**src/rtl/if_stage_pkg.sv**
```systemverilog
// Shared constants and types for the instruction-fetch stage.
package if_stage_pkg;

  localparam logic [31:0] RESET_PC = 32'h0000_3000;
  localparam logic [31:0] NOP      = 32'h0000_0000;
  localparam logic [31:0] PC_STEP  = 32'd4;
  localparam int          IMEM_AW  = 10;

  typedef enum logic [1:0] {
    PC_SEQ      = 2'd0,
    PC_HOLD     = 2'd1,
    PC_REDIRECT = 2'd2
  } pc_sel_e;

  typedef struct packed {
    logic [31:0] pc;
    logic [31:0] pc4;
    logic [31:0] instr;
    logic        valid;
  } if_id_t;

endpackage

```
**src/rtl/if_stage_if.sv**
```systemverilog
// Instruction-memory read port: word address out, combinational instruction back.
interface if_stage_if;
  import if_stage_pkg::*;

  logic [IMEM_AW-1:0] im_addr;
  logic [31:0]        im_dout;

  modport master (output im_addr, input im_dout);
  modport slave  (input im_addr, output im_dout);
endinterface

```
**src/rtl/if_stage_if_id_reg.sv**
```systemverilog
// IF/ID pipeline register: clear wins over enable, so a redirect or flush
// always leaves a bubble even while the hazard unit is stalling.
module if_stage_if_id_reg
  import if_stage_pkg::*;
#(
  parameter logic [31:0] NOP = if_stage_pkg::NOP
) (
  input  logic   clk,
  input  logic   rst_n,
  input  logic   en,
  input  logic   clr,
  input  if_id_t d,
  output if_id_t q
);

  localparam if_id_t BUBBLE = '{pc: 32'h0, pc4: 32'h0, instr: NOP, valid: 1'b0};

  always_ff @(posedge clk or negedge rst_n) begin
    if (!rst_n) begin
      q <= BUBBLE;
    end else if (clr) begin
      q <= BUBBLE;
    end else if (en) begin
      q <= d;
    end
  end

endmodule

```
**src/rtl/if_stage.sv**
```systemverilog
// Instruction-fetch stage: PC register, next-PC selection and the IF/ID
// register feeding decode.
module if_stage
  import if_stage_pkg::*;
#(
  parameter logic [31:0] RESET_PC = if_stage_pkg::RESET_PC,
  parameter logic [31:0] NOP      = if_stage_pkg::NOP
) (
  input  logic        clk,
  input  logic        rst_n,
  input  logic        stall,
  input  logic        flush,
  input  logic        redirect_valid,
  input  logic [31:0] redirect_target,
  if_stage_if.master  imem,
  output logic [31:0] pc,
  output logic [31:0] if_id_pc,
  output logic [31:0] if_id_pc4,
  output logic [31:0] if_id_instr,
  output logic        if_id_valid,
  output logic        misalign
);

  pc_sel_e     pc_sel;
  logic [31:0] pc_plus4;
  if_id_t      if_id_d;
  if_id_t      if_id_q;

  assign pc_plus4     = pc + PC_STEP;
  assign imem.im_addr = pc[IMEM_AW+1:2];

  // A resolved redirect outranks the stall so the wrong-path fetch never survives.
  always_comb begin
    pc_sel = PC_SEQ;
    if (redirect_valid) begin
      pc_sel = PC_REDIRECT;
    end else if (stall) begin
      pc_sel = PC_HOLD;
    end
  end

  always_ff @(posedge clk or negedge rst_n) begin
    if (!rst_n) begin
      pc       <= RESET_PC;
      misalign <= 1'b0;
    end else begin
      misalign <= redirect_valid && (redirect_target[1:0] != 2'b00);
      case (pc_sel)
        PC_REDIRECT: pc <= {redirect_target[31:2], 2'b00};
        PC_HOLD:     pc <= pc;
        default:     pc <= pc_plus4;
      endcase
    end
  end

  assign if_id_d = '{pc: pc, pc4: pc_plus4, instr: imem.im_dout, valid: 1'b1};

  if_stage_if_id_reg #(
    .NOP (NOP)
  ) u_if_id_reg (
    .clk   (clk),
    .rst_n (rst_n),
    .en    (!stall),
    .clr   (flush || redirect_valid),
    .d     (if_id_d),
    .q     (if_id_q)
  );

  assign if_id_pc    = if_id_q.pc;
  assign if_id_pc4   = if_id_q.pc4;
  assign if_id_instr = if_id_q.instr;
  assign if_id_valid = if_id_q.valid;

endmodule

```
**src/flat_wrapper.sv**
```systemverilog
// flat-port wrapper written by rule: the top's interface ports become plain ports
module if_stage_flat import if_stage_pkg::*;
#(
  parameter logic [31:0] RESET_PC = if_stage_pkg::RESET_PC,
  parameter logic [31:0] NOP      = if_stage_pkg::NOP
)
  (clk, rst_n, stall, flush, redirect_valid, redirect_target, pc, if_id_pc, if_id_pc4, if_id_instr, if_id_valid, misalign, imem_im_addr, imem_im_dout);
  if_stage_if imem_i ();
  input  logic clk;
  input  logic rst_n;
  input  logic stall;
  input  logic flush;
  input  logic redirect_valid;
  input  logic [31:0] redirect_target;
  output logic [31:0] pc;
  output logic [31:0] if_id_pc;
  output logic [31:0] if_id_pc4;
  output logic [31:0] if_id_instr;
  output logic if_id_valid;
  output logic misalign;
  output wire logic [$bits(imem_i.im_addr)-1:0] imem_im_addr;
  input wire logic [$bits(imem_i.im_dout)-1:0] imem_im_dout;
  assign imem_im_addr = imem_i.im_addr;
  assign imem_i.im_dout = imem_im_dout;
  if_stage #(.RESET_PC(RESET_PC), .NOP(NOP)) u_core (.clk(clk), .rst_n(rst_n), .stall(stall), .flush(flush), .redirect_valid(redirect_valid), .redirect_target(redirect_target), .imem(imem_i), .pc(pc), .if_id_pc(if_id_pc), .if_id_pc4(if_id_pc4), .if_id_instr(if_id_instr), .if_id_valid(if_id_valid), .misalign(misalign));
endmodule
```
**config.mk**
```make
export PLATFORM = sky130hd
export DESIGN_NAME = if_stage_flat
export DESIGN_NICKNAME = d
export VERILOG_FILES = /design/src/rtl/if_stage_pkg.sv /design/src/rtl/if_stage_if.sv /design/src/rtl/if_stage_if_id_reg.sv /design/src/rtl/if_stage.sv /design/src/flat_wrapper.sv
export SDC_FILE = /design/constraint.sdc
export NUM_CORES = 1
export LEC_CHECK = 0
export ABC_AREA = 1
export CELL_PAD_IN_SITES_DETAIL_PLACEMENT = 2
export CELL_PAD_IN_SITES_GLOBAL_PLACEMENT = 2
export CORE_ASPECT_RATIO = 1.25
export CORE_MARGIN = 2
export CORE_UTILIZATION = 25
export CTS_BUF_LIST = sky130_fd_sc_hd__clkbuf_16
export DETAILED_ROUTE_END_ITERATION = 7
export HOLD_SLACK_MARGIN = 0.06
export PLACE_DENSITY_LB_ADDON = 0.1
export SLEW_MARGIN = 20
export SYNTH_ARGS = -nofsm -noshare
export SYNTH_HDL_FRONTEND = slang
export SYNTH_SLANG_ARGS = --single-unit
```
**constraint.sdc**
```tcl
create_clock -name clk -period 1.9 [get_ports clk]
set_input_delay 0.38 -clock clk [delete_from_list [all_inputs] [get_ports clk]]
set_output_delay 0.38 -clock clk [all_outputs]
set_load 0.005 [all_outputs]
```
# ---- After elaboration in Yosys (flattened, before gate mapping)
# Cells that the tools add are included.
dict set report totals {
  word_cells 18
  output_inout_bits 140
  ff_bits 130
  input_bits 69
}
dict set report classes {
  n_reduce_logical 3
  addsub 1
  muxes 5
  eq_ne 3
}
# operator n
set op_table {}
lappend op_table {{2-to-1 mux 97 bit} 2}
lappend op_table {{case mux 32 bit (2 select lines)} 1}
lappend op_table {{adder 32 x 3 -> 32 bit (second input constant)} 1}
lappend op_table {{equality test 2 x 1 -> 1 bit (second input constant)} 1}
lappend op_table {{equality test 2 bit (second input constant)} 1}
lappend op_table {{2-to-1 mux 2 bit} 1}
lappend op_table {{!= test 2 x 1 -> 1 bit (second input constant)} 1}
lappend op_table {{nonzero test 2 bit} 1}
lappend op_table {{logical AND 1 bit} 1}
lappend op_table {{logical OR 1 bit} 1}
lappend op_table {{2-to-1 mux 1 bit} 1}

# ---- Logic depth before layout (Yosys ltp)
# Gate-level depths: netlist of run 1.
dict set report logic_depth {
  word_depth 4
  ltp_mapped 10
  depth_no_buf 10
}

# ---- Cells and area by module
# A second synthesis of run 1 with hierarchy kept.
dict set report unflattened {
  cells_unflattened 794
  area_unflattened_um2 6268.5
}
# module cells_each area_per_inst_um2 instances seq_area_each_um2
set modules_own_cells {}
lappend modules_own_cells {if_stage_if_id_reg 421 3834.9 1 2427.3}
lappend modules_own_cells {if_stage 373 2433.6 1 778.2}

# ---- Least setup slack after synthesis of run 1
# No wires, ideal clock.
dict set report synth_timing {
  path_type {register to register}
  startpoint {reg u_core.pc[3]}
  endpoint {reg u_core.u_if_id_reg.q[59] (netlist bit)}
  stages_incl_launch_ff 11
  t_required_ps 1783
  period_less_slack_ps 1537
  setup_slack_ps 363
  setup_ps 117
  n_path_buf 0
  t_arrival_ps 1420
  cell_sequence {dfrtp_1 -> ha_1 -> nand3_2 -> nor2_4 -> nand2_4 -> nor2_4 -> nand2_1 -> nand2_1 -> nand2_1 -> nand2_1 -> nand2_1}
}
dict set report synth_via {
  elab_chain_cells 3
}
# item line_no
set synth_rtl {}
lappend synth_rtl {{from (decl)} if_stage.sv:16} ;# output logic [31:0] pc,
lappend synth_rtl {{from (signal assigned)} if_stage.sv:49} ;# PC_REDIRECT: pc <= {redirect_target[31:2], 2'b00};
lappend synth_rtl {{from (signal assigned)} if_stage.sv:50} ;# PC_HOLD: pc <= pc;
lappend synth_rtl {{from (signal assigned)} if_stage.sv:51} ;# default: pc <= pc_plus4;
lappend synth_rtl {{adder 32 x 3 -> 32 bit} if_stage.sv:29} ;# assign pc_plus4 = pc + PC_STEP;
lappend synth_rtl {{2-to-1 mux 97 bit} if_stage_if_id_reg.sv:23} ;# end else if (en) begin
lappend synth_rtl {{2-to-1 mux 97 bit} if_stage_if_id_reg.sv:21} ;# end else if (clr) begin
lappend synth_rtl {{to (signal assigned)} if_stage_if_id_reg.sv:20} ;# q <= BUBBLE;
lappend synth_rtl {{to (signal assigned)} if_stage_if_id_reg.sv:22} ;# q <= BUBBLE;
lappend synth_rtl {{to (signal assigned)} if_stage_if_id_reg.sv:24} ;# q <= d;
lappend synth_rtl {{to (decl)} if_stage_if_id_reg.sv:13} ;# output if_id_t q
# No other way between the ends. The select of a mux whose other input is x is not followed.
# A chain may end at the register's enable or synchronous reset.

# ---- Worst setup path after layout of run 1
dict set report layout_timing {
  startpoint {reg u_core.pc[26]}
  endpoint {out pc[26]}
}
# item line_no
set layout_lines {}
lappend layout_lines {{to (decl)} flat_wrapper.sv:15} ;# output logic [31:0] pc;
# No word-level cell between the ends.

==> results of run 1 <==
==> where the power goes <==
group,switching (mW),internal [mW],leakage (nW)
Combinational,0.522,0.567,2.03
Sequential,0.157,2.78,1.64
Clock,1.36,1.95,0.291
==> sequential cells by signal (all words and copies together) (netlist names) <==
name,count
u_core.misalign,1
u_core.pc,30
u_core.u_if_id_reg.q,93
==> layout by cell type, fill, tap and decap left out, drive strengths merged, types with 7 or more instances in the layout <==
cell,Yosys,layout
a21oi,7,7
a22o,33,33
buf,32,28
clkbuf,10,17
clkdlybuf4s50,0,198
clkinv,0,7
dfrtp,122,122
inv,52,58
nand2,246,246
nand3,34,34
nor2,41,41
o21ai,49,49
xor2,11,11
==> final timing paths <==
path	endpoint	slack, ns
max in group asynchronous	u_core.pc[17]	0.77
hold / removal	u_core.u_if_id_reg.q[64]	0.41
hold reg to reg	u_core.u_if_id_reg.q[76]	0.47
min in group asynchronous	u_core.u_if_id_reg.q[70]	0.47
setup reg to reg	u_core.u_if_id_reg.q[55]	0.16
setup / recovery	pc[26]	0.06
==> logic make-up (layout without fill, tap and decap cells) <==
logic type	Yosys count	count (layout)	share of synthesized area, %
AND/OR/NAND/NOR	325	325	24.2
buffers and inverters	94	313	7.61
AO/OA/AOI/OAI	99	99	11.4
XOR/XNOR	12	12	1.98
other	1	6	0.0659
flip-flops	124	124	54.6
adder cells (fa/ha/maj)	1	1	0.220
==> per-stage QoR <==
stage / instance area [um2] / std cells / setup WS, ns
after floorplan: 5710 / 661 / 0.363
after global placement: 8110 / 1128 / 0.0951
after detailed placement: 8110 / 1128 / -0.0368
after CTS: 8720 / 1163 / 0.0118
after global routing: 8730 / 1163 / 0.000884
final: 8730 / 1163 / 0.0575
==> routing by layer <==
| layer | track usage, % | vias to the layer above | part of all wire, % |
|---|---|---|---|
| li1 | - | 2505 | - |
| met1 | 24.0 | 2725 | 43 |
| met2 | 34.5 | 142 | 52 |
| met3 | 3.79 | 27 | 3.7 |
| met4 | 5.30 | 0 | 1.8 |
| met5 | 0 | - | 0 |
==> area by class of cell <==
class,count,area (um2),share of cell area (%)
Tap cell,283,354,4.06
Timing Repair Buffer,229,2310,26.4
Multi-Input combinational cell,443,2170,24.9
Clock inverter,15,161,1.85
Clock buffer,17,425,4.87
Sequential cell,124,3110,35.7
Inverter,52,195,2.24
==> timing repair <==
item,CTS,global route
setup endpoints to repair,7,9
hold endpoints to repair,41,0
buffers inserted,2,0
resized for setup,4,6
hold buffers,1,0
==> impl_metrics.env, run 1 <==
export IMPL_peakVddDrop_uv=590
export IMPL_critical_path_buf_inv_count=1
export IMPL_antenna_left=0
export IMPL_start_util_pct=25.5
export IMPL_critPathArrivalTime_ns=1.46
export IMPL_cts_root_buf="clkbuf_16"
export IMPL_nets=937
export IMPL_globalRouteOverflowTotal=0
export IMPL_syn_avg_cell_area_um2=8.67
export IMPL_grtUsageTotal_pct=19.4
export IMPL_core_um2=22300
export IMPL_grt_pass1_vias=6167
export IMPL_fin_crit_ns=1.84
export IMPL_synth_top_area_share_pct=53.7
export IMPL_ys_ff_latch=124
export IMPL_synth_area_leaders="dfrtp_1 54%, nand2_1 16%, a22o_1 5.1%"
export IMPL_path_clk_slew_ns=0.06
export IMPL_gp_congestion=0.776
export IMPL_cap_viol_max_count=0
export IMPL_antennaDiodeCount=0
export IMPL_top_level_ports=209
export IMPL_netlist_area_um2=5690
export IMPL_synth_most_common_cell="nand2_1"
export IMPL_cts_tree="built"
export IMPL_dieWidth_um=139
export IMPL_antenna_found_initial=0
export IMPL_synth_seq_area_share_pct=54.6
export IMPL_vias_per_cell=4.64
export IMPL_synthToLayoutAreaGrowth_pct=53.5
export IMPL_max_freq_mhz=543
export IMPL_rsz0062_at_grt="no"
export IMPL_cts_sinks=124
export IMPL_path_depth=1
export IMPL_path_class="reg2out"
export IMPL_status="complete, no violations"
export IMPL_routedWlPerCell_um=19.6
export IMPL_drt_iter0_drc=125
export IMPL_rows=61
export IMPL_cts_max_path_buffers=2
export IMPL_power_mw=7.35
export IMPL_dr_pass1_iters=4
export IMPL_htree_levels=4
export IMPL_worstPathCellList="clkdlybuf4s50_1"
export IMPL_critPathMaxFanout=6
export IMPL_utilization_pct=39.2
export IMPL_reg2regPathDepth=9
export IMPL_tns_ns=0
export IMPL_worst_hold_slack_ns=0.414
export IMPL_grt_start_max_net_pins=46
export IMPL_finalClockSkew_ns=0.00895
export IMPL_grt_pass1_wl_mm=36.4
export IMPL_critical_path_max_stage_delay_ns=0.55
export IMPL_clk_latency_ns=0.42
export IMPL_synth_ff_type="dfrtp_1"
export IMPL_synth_commonest_cells="242 x nand2_1, 122 x dfrtp_1, 49 x inv_1"
export IMPL_drive_above_1_share_pct=10.5
export IMPL_drc=0
export IMPL_yosysTopAreaCell="dfrtp_1"
export IMPL_die_height_um=173
export IMPL_hold_class="in2reg"
export IMPL_period_share_pct=97.0
export IMPL_crit_required_ns=1.52
export IMPL_hold_viol_final=0
export IMPL_critical_path_slowest_cell="clkdlybuf4s50_1"
export IMPL_synthArstFlopShare_pct=100
export IMPL_netlist_instances=656
export IMPL_worstHoldPathCells=4
export IMPL_cts_buffers_inserted=17
export IMPL_vias=5399
export IMPL_powerDensity_nw_per_um2=842
export IMPL_yosys_warnings=0
export IMPL_synth_cell_types=32
export IMPL_die_area_um2=24000
export IMPL_critical_path_top_delay_family="buffers and inverters"
export IMPL_synth_edf_count=0
export IMPL_worst_setup_path_end_kind="primary output"
export IMPL_io_buffers=202
export IMPL_fillers=2478
export IMPL_crit_start="u_core.pc[26]"
export IMPL_r2r_start="u_core.pc[12]"
export IMPL_worstSetupStartpointType="flip-flop"
export IMPL_finalSetupViolations=0
export IMPL_wl_mm=22.9
export IMPL_min_from="redirect_valid"
export IMPL_p_leak_nw=3.96
export IMPL_hpwl_mm=16.8
export IMPL_slew_viol_final=0
No activity file was read; power rests on OpenSTA's default activity.
==> run 2, diff against run 1 <==
- CORE_MARGIN: 2 -> 3
==> run 2 against run 1 <==
Effect of this change:
- critical path depth stayed put
- die area is 2.6% higher
- count of clock-buffer cells in the layout stayed put
- clock skew hardly changed
- hold slack worse by 0.066 ns
- core utilization is 0.090 points higher
- critical endpoint is now pc[17]
- wire length is 0.87% lower
- power is 1.8% higher
==> impl_metrics.env, run 2 (synthesized netlist as in run 1, its figures left out) <==
export IMPL_final_cell_mix="242 x nand2_1, 198 x clkdlybuf4s50_1, 116 x dfrtp_1"
export IMPL_antenna_left=0
export IMPL_design_area_um2=8750
export IMPL_worst_slack_ns=0.0390
export IMPL_clk_latency_ns=0.42
export IMPL_grt_pass1_vias=6171
export IMPL_cts_tree="built"
export IMPL_path_clk_slew_ns=0.06
export IMPL_fin_crit_ns=1.86
export IMPL_powerDensity_nw_per_um2=855
export IMPL_p_leak_nw=3.97
export IMPL_start_util_pct=25.5
export IMPL_final_common_cell="nand2_1"
export IMPL_critical_path_top_delay_family="buffers and inverters"
export IMPL_peakVddDrop_uv=625
export IMPL_dr_pass1_iters=4
export IMPL_critPathMaxFanout=5
export IMPL_io_buffers=202
export IMPL_place_area_um2=8090
export IMPL_hpwl_mm=16.8
export IMPL_crit_start="u_core.pc[17]"
export IMPL_wl_mm=22.7
export IMPL_critPathArrivalTime_ns=1.48
export IMPL_worst_setup_path_end_kind="primary output"
export IMPL_cts_sinks=124
export IMPL_drive_above_1_share_pct=10.5
export IMPL_top_regs="u_core.u_if_id_reg.q (93), u_core.pc (30), u_core.misalign (1)"
export IMPL_hold_class="in2reg"
export IMPL_rows=61
export IMPL_vias_per_cell=4.65
export IMPL_core_um2=22300
export IMPL_grt_pass1_wl_mm=35.9
export IMPL_rsz0062_at_grt="no"
export IMPL_tns_ns=0
export IMPL_pre_cts_ws_ns=0.0294
export IMPL_finalSetupViolations=0
export IMPL_nets=936
export IMPL_die_height_um=175
export IMPL_antennaDiodeCount=0
export IMPL_crit_required_ns=1.52
export IMPL_vias=5407
export IMPL_worstPathCellList="clkdlybuf4s50_1"
export IMPL_cts_max_path_buffers=2
export IMPL_grt_start_max_net_pins=49
export IMPL_top_level_ports=209
export IMPL_antenna_found_initial=0
export IMPL_routedWlPerCell_um=19.5
export IMPL_largest_register_ffs=93
export IMPL_period_share_pct=97.9
export IMPL_cap_viol_max_count=0
export IMPL_synthToLayoutAreaGrowth_pct=53.8
export IMPL_htree_levels=4
export IMPL_gp_congestion=0.787
export IMPL_dieWidth_um=141
export IMPL_r2r_start="u_core.pc[13]"
export IMPL_power_mw=7.48
export IMPL_die_area_um2=24600
export IMPL_hold_viol_final=0
export IMPL_status="complete, no violations"
export IMPL_grtUsageTotal_pct=18.7
export IMPL_cts_buffers_inserted=17
export IMPL_drc=0
export IMPL_globalRouteOverflowTotal=0
export IMPL_min_from="redirect_valid"
export IMPL_finalClockSkew_ns=0.00898
export IMPL_critical_path_slowest_cell="clkdlybuf4s50_1"
export IMPL_drt_iter0_drc=171
export IMPL_worstSetupStartpointType="flip-flop"
export IMPL_slew_viol_final=0
export IMPL_max_freq_mhz=537
export IMPL_critical_path_buf_inv_count=1
export IMPL_regMostFlops="u_core.u_if_id_reg.q"
export IMPL_path_class="reg2out"
export IMPL_critical_path_max_stage_delay_ns=0.56
export IMPL_cts_root_buf="clkbuf_16"
-- run 2: changes by cell type in the layout (fill, tap and decap cells not counted), sizes merged --
cell,change
buf,-1
clkinv,+2
inv,-3
bufinv,+1
-- run 2: path summary, 6_finish.rpt --
path,cells past startpoint,to,slack [ns]
max,1,pc[17],0.04
min,3,u_core.pc[23],0.35
max reg2reg,10,u_core.pc[21],0.14
min reg2reg,2,u_core.u_if_id_reg.q[78],0.47
max in group asynchronous,3,u_core.pc[12],0.75
min in group asynchronous,2,u_core.u_if_id_reg.q[31],0.44
-- run 2: where the power goes --
group / total [mW] / internal [mW] / switching [mW]
Clock: 3.46 / 2.09 / 1.37
Combinational: 1.09 / 0.568 / 0.525
Sequential: 2.93 / 2.78 / 0.151
-- run 2: routing by layer --
layer  vias up  GRT usage (%)  part of all wire [%]
met3        23           3.70                   3.8
met5         -              0                     0
met1      2736           22.4                    42
met2       136           34.1                    53
met4         0           4.60                   1.3
li1       2512              -                     -
-- run 2: repair_timing --
action,in CTS,in global routing
gates resized for setup,4,7
endpoints found under the setup margin,5,14
setup buffers,2,1
hold endpoints to repair,40,0
gates cloned,0,0
pin swaps,0,1
hold buffers,1,0
-- run 2: cell type report --
type / count / area [um2]
Multi-Input combinational cell: 443 / 2170
Sequential cell: 124 / 3110
Tap cell: 283 / 354
Clock buffer: 17 / 425
Timing Repair Buffer: 228 / 2300
Clock inverter: 15 / 188
Inverter: 52 / 195
Fill cell: 2458 / 13500
-- run 2: stage by stage --
stage | std cells | hold WS, ns | utilization, %
2_1_floorplan | 661 | 0.0844 | -
3_3_place_gp | 1126 | 0.325 | 36.3
3_5_place_dp | 1126 | 0.332 | 36.3
4_1_cts | 1161 | 0.324 | 39.2
5_1_grt | 1162 | 0.345 | 39.3
6_report | 1162 | 0.347 | 39.3
-- run 2: worst reg2reg max path: stages, from the launching register on --
cell and delay (ns):
dfstp_2 0.53, buf_4 0.11, nand2_1 0.14, nor2_2 0.17
nand2_1 0.13, nor2_4 0.20, nand2_1 0.08, nand2_1 0.06
nand2_1 0.10, nand2_1 0.08, nand3_1 0.06
==> RTL edit (settings of run 2) <==
Set the package constant `IMEM_AW` to 9 (it was 10).
--- a/src/rtl/if_stage_pkg.sv
+++ b/src/rtl/if_stage_pkg.sv
@@ -4,7 +4,7 @@
   localparam logic [31:0] RESET_PC = 32'h0000_3000;
   localparam logic [31:0] NOP      = 32'h0000_0000;
   localparam logic [31:0] PC_STEP  = 32'd4;
-  localparam int          IMEM_AW  = 10;
+  localparam int          IMEM_AW  = 9;
 
   typedef enum logic [1:0] {
     PC_SEQ      = 2'd0,
Interface: changed (resized imem_im_addr); port bits go from 209 to 208. No check against the original RTL was run, so the function may have changed too.
==> RTL edit against run 2 <==
- register-to-register slack improved by 0.04 ns
- clock power up 3%
- via count shrank 0.83%
- setup slack improved by 0.012 ns
- utilization up 0.30 points
- area after synthesis decreased by 0.13%
- highest routed layer unchanged
- sequential cell count unchanged
- final cell count grew 0.43%
- critical path depth stayed put
- wire length rose by 1.1%
- total power is 1.9% higher
- first-iteration DRC count is 11% lower
- final area is 0.77% higher
==> RTL edit: results (changes against run 2) <==
[run_status]
outcome=finished clean

[global_routing]
first_global_vias=6278  ; +1.7%
grt_use_met2_pct=34.8  ; +0.64 points
track_usage_pct=19.2  ; +0.46 points
grtUsageMet3_pct=3.30  ; -0.39 points

[critical_path]
r2r_slack_ns=0.18  ; +0.04 ns
r2r-end=u_core.u_if_id_reg.q[56]
r2r_cells=7  ; -3
endpoint=pc[14]

[place]
io_buffer_count=201  ; -0.50%

[cells_and_area]
area.sequential_um2=3120  ; +0.12%
n_all_buffers=233  ; +2.2%
nFillCells=2459  ; +0.041%
multi_input_area_share_pct=24.8  ; -0.048 points
buf_share_pct=26.4  ; +0.12 points
final_layout_size_suffix_gt1_share_pct=11.5  ; +1.1 points
clkCellAreaFrac_pct=7.21  ; +0.20 points

[detailed_routing]
drtIter0Drc=152  ; -11%
met2_length_um=12200  ; +1.1%
vias=5362  ; -0.83%
wl_met1_um=9490  ; +0.95%

[power]
clk-power_mw=3.58  ; +3%
ir_drop_mv=0.537  ; -14%
p_leak_nw=4.00  ; +0.79%

[timing]
skew_ns=0.0124  ; +0.00342 ns

[logic_synthesis]
synth_seq_area_share_pct=54.7  ; +0.072 points
synth-xor-area-share_pct=1.98  ; +0.0026 points
synth_top_cells_by_area=dfrtp_1 54%, nand2_1 16%, a22o_1 5.1%

-- RTL edit: cell count changes in the layout (fill, tap and decap cells not counted), sizes merged --
cell / delta
clkinvlp: +2
bufinv: +1
inv: +1
clkdlybuf4s50: -2
buf: +6
clkinv: -4
dlymetal6s2s: +1
-- RTL edit: what timing repair did --
| action | CTS | global route |
|---|---|---|
| endpoints found under the hold margin | 35 | 0 |
| pin swaps | 0 | 2 |
| setup endpoints to repair | 5 | 18 |
| setup buffers | 2 | 2 |
| hold buffers | 1 | 0 |
| gates resized for setup | 4 | 13 |
-- RTL edit: metrics by stage --
stage          worst slack [ns]  area [um^2]  cells  hold WS [ns]  util, %
2_1_floorplan             0.363         5700    660        0.0844        -
3_3_place_gp             0.0730         8110   1130         0.328     36.4
3_5_place_dp           -0.00749         8110   1130         0.334     36.4
4_1_cts                 0.00558         8770   1165         0.309     39.3
5_1_grt                 0.00210         8820   1167         0.342     39.6
6_report                 0.0515         8820   1167         0.336     39.6
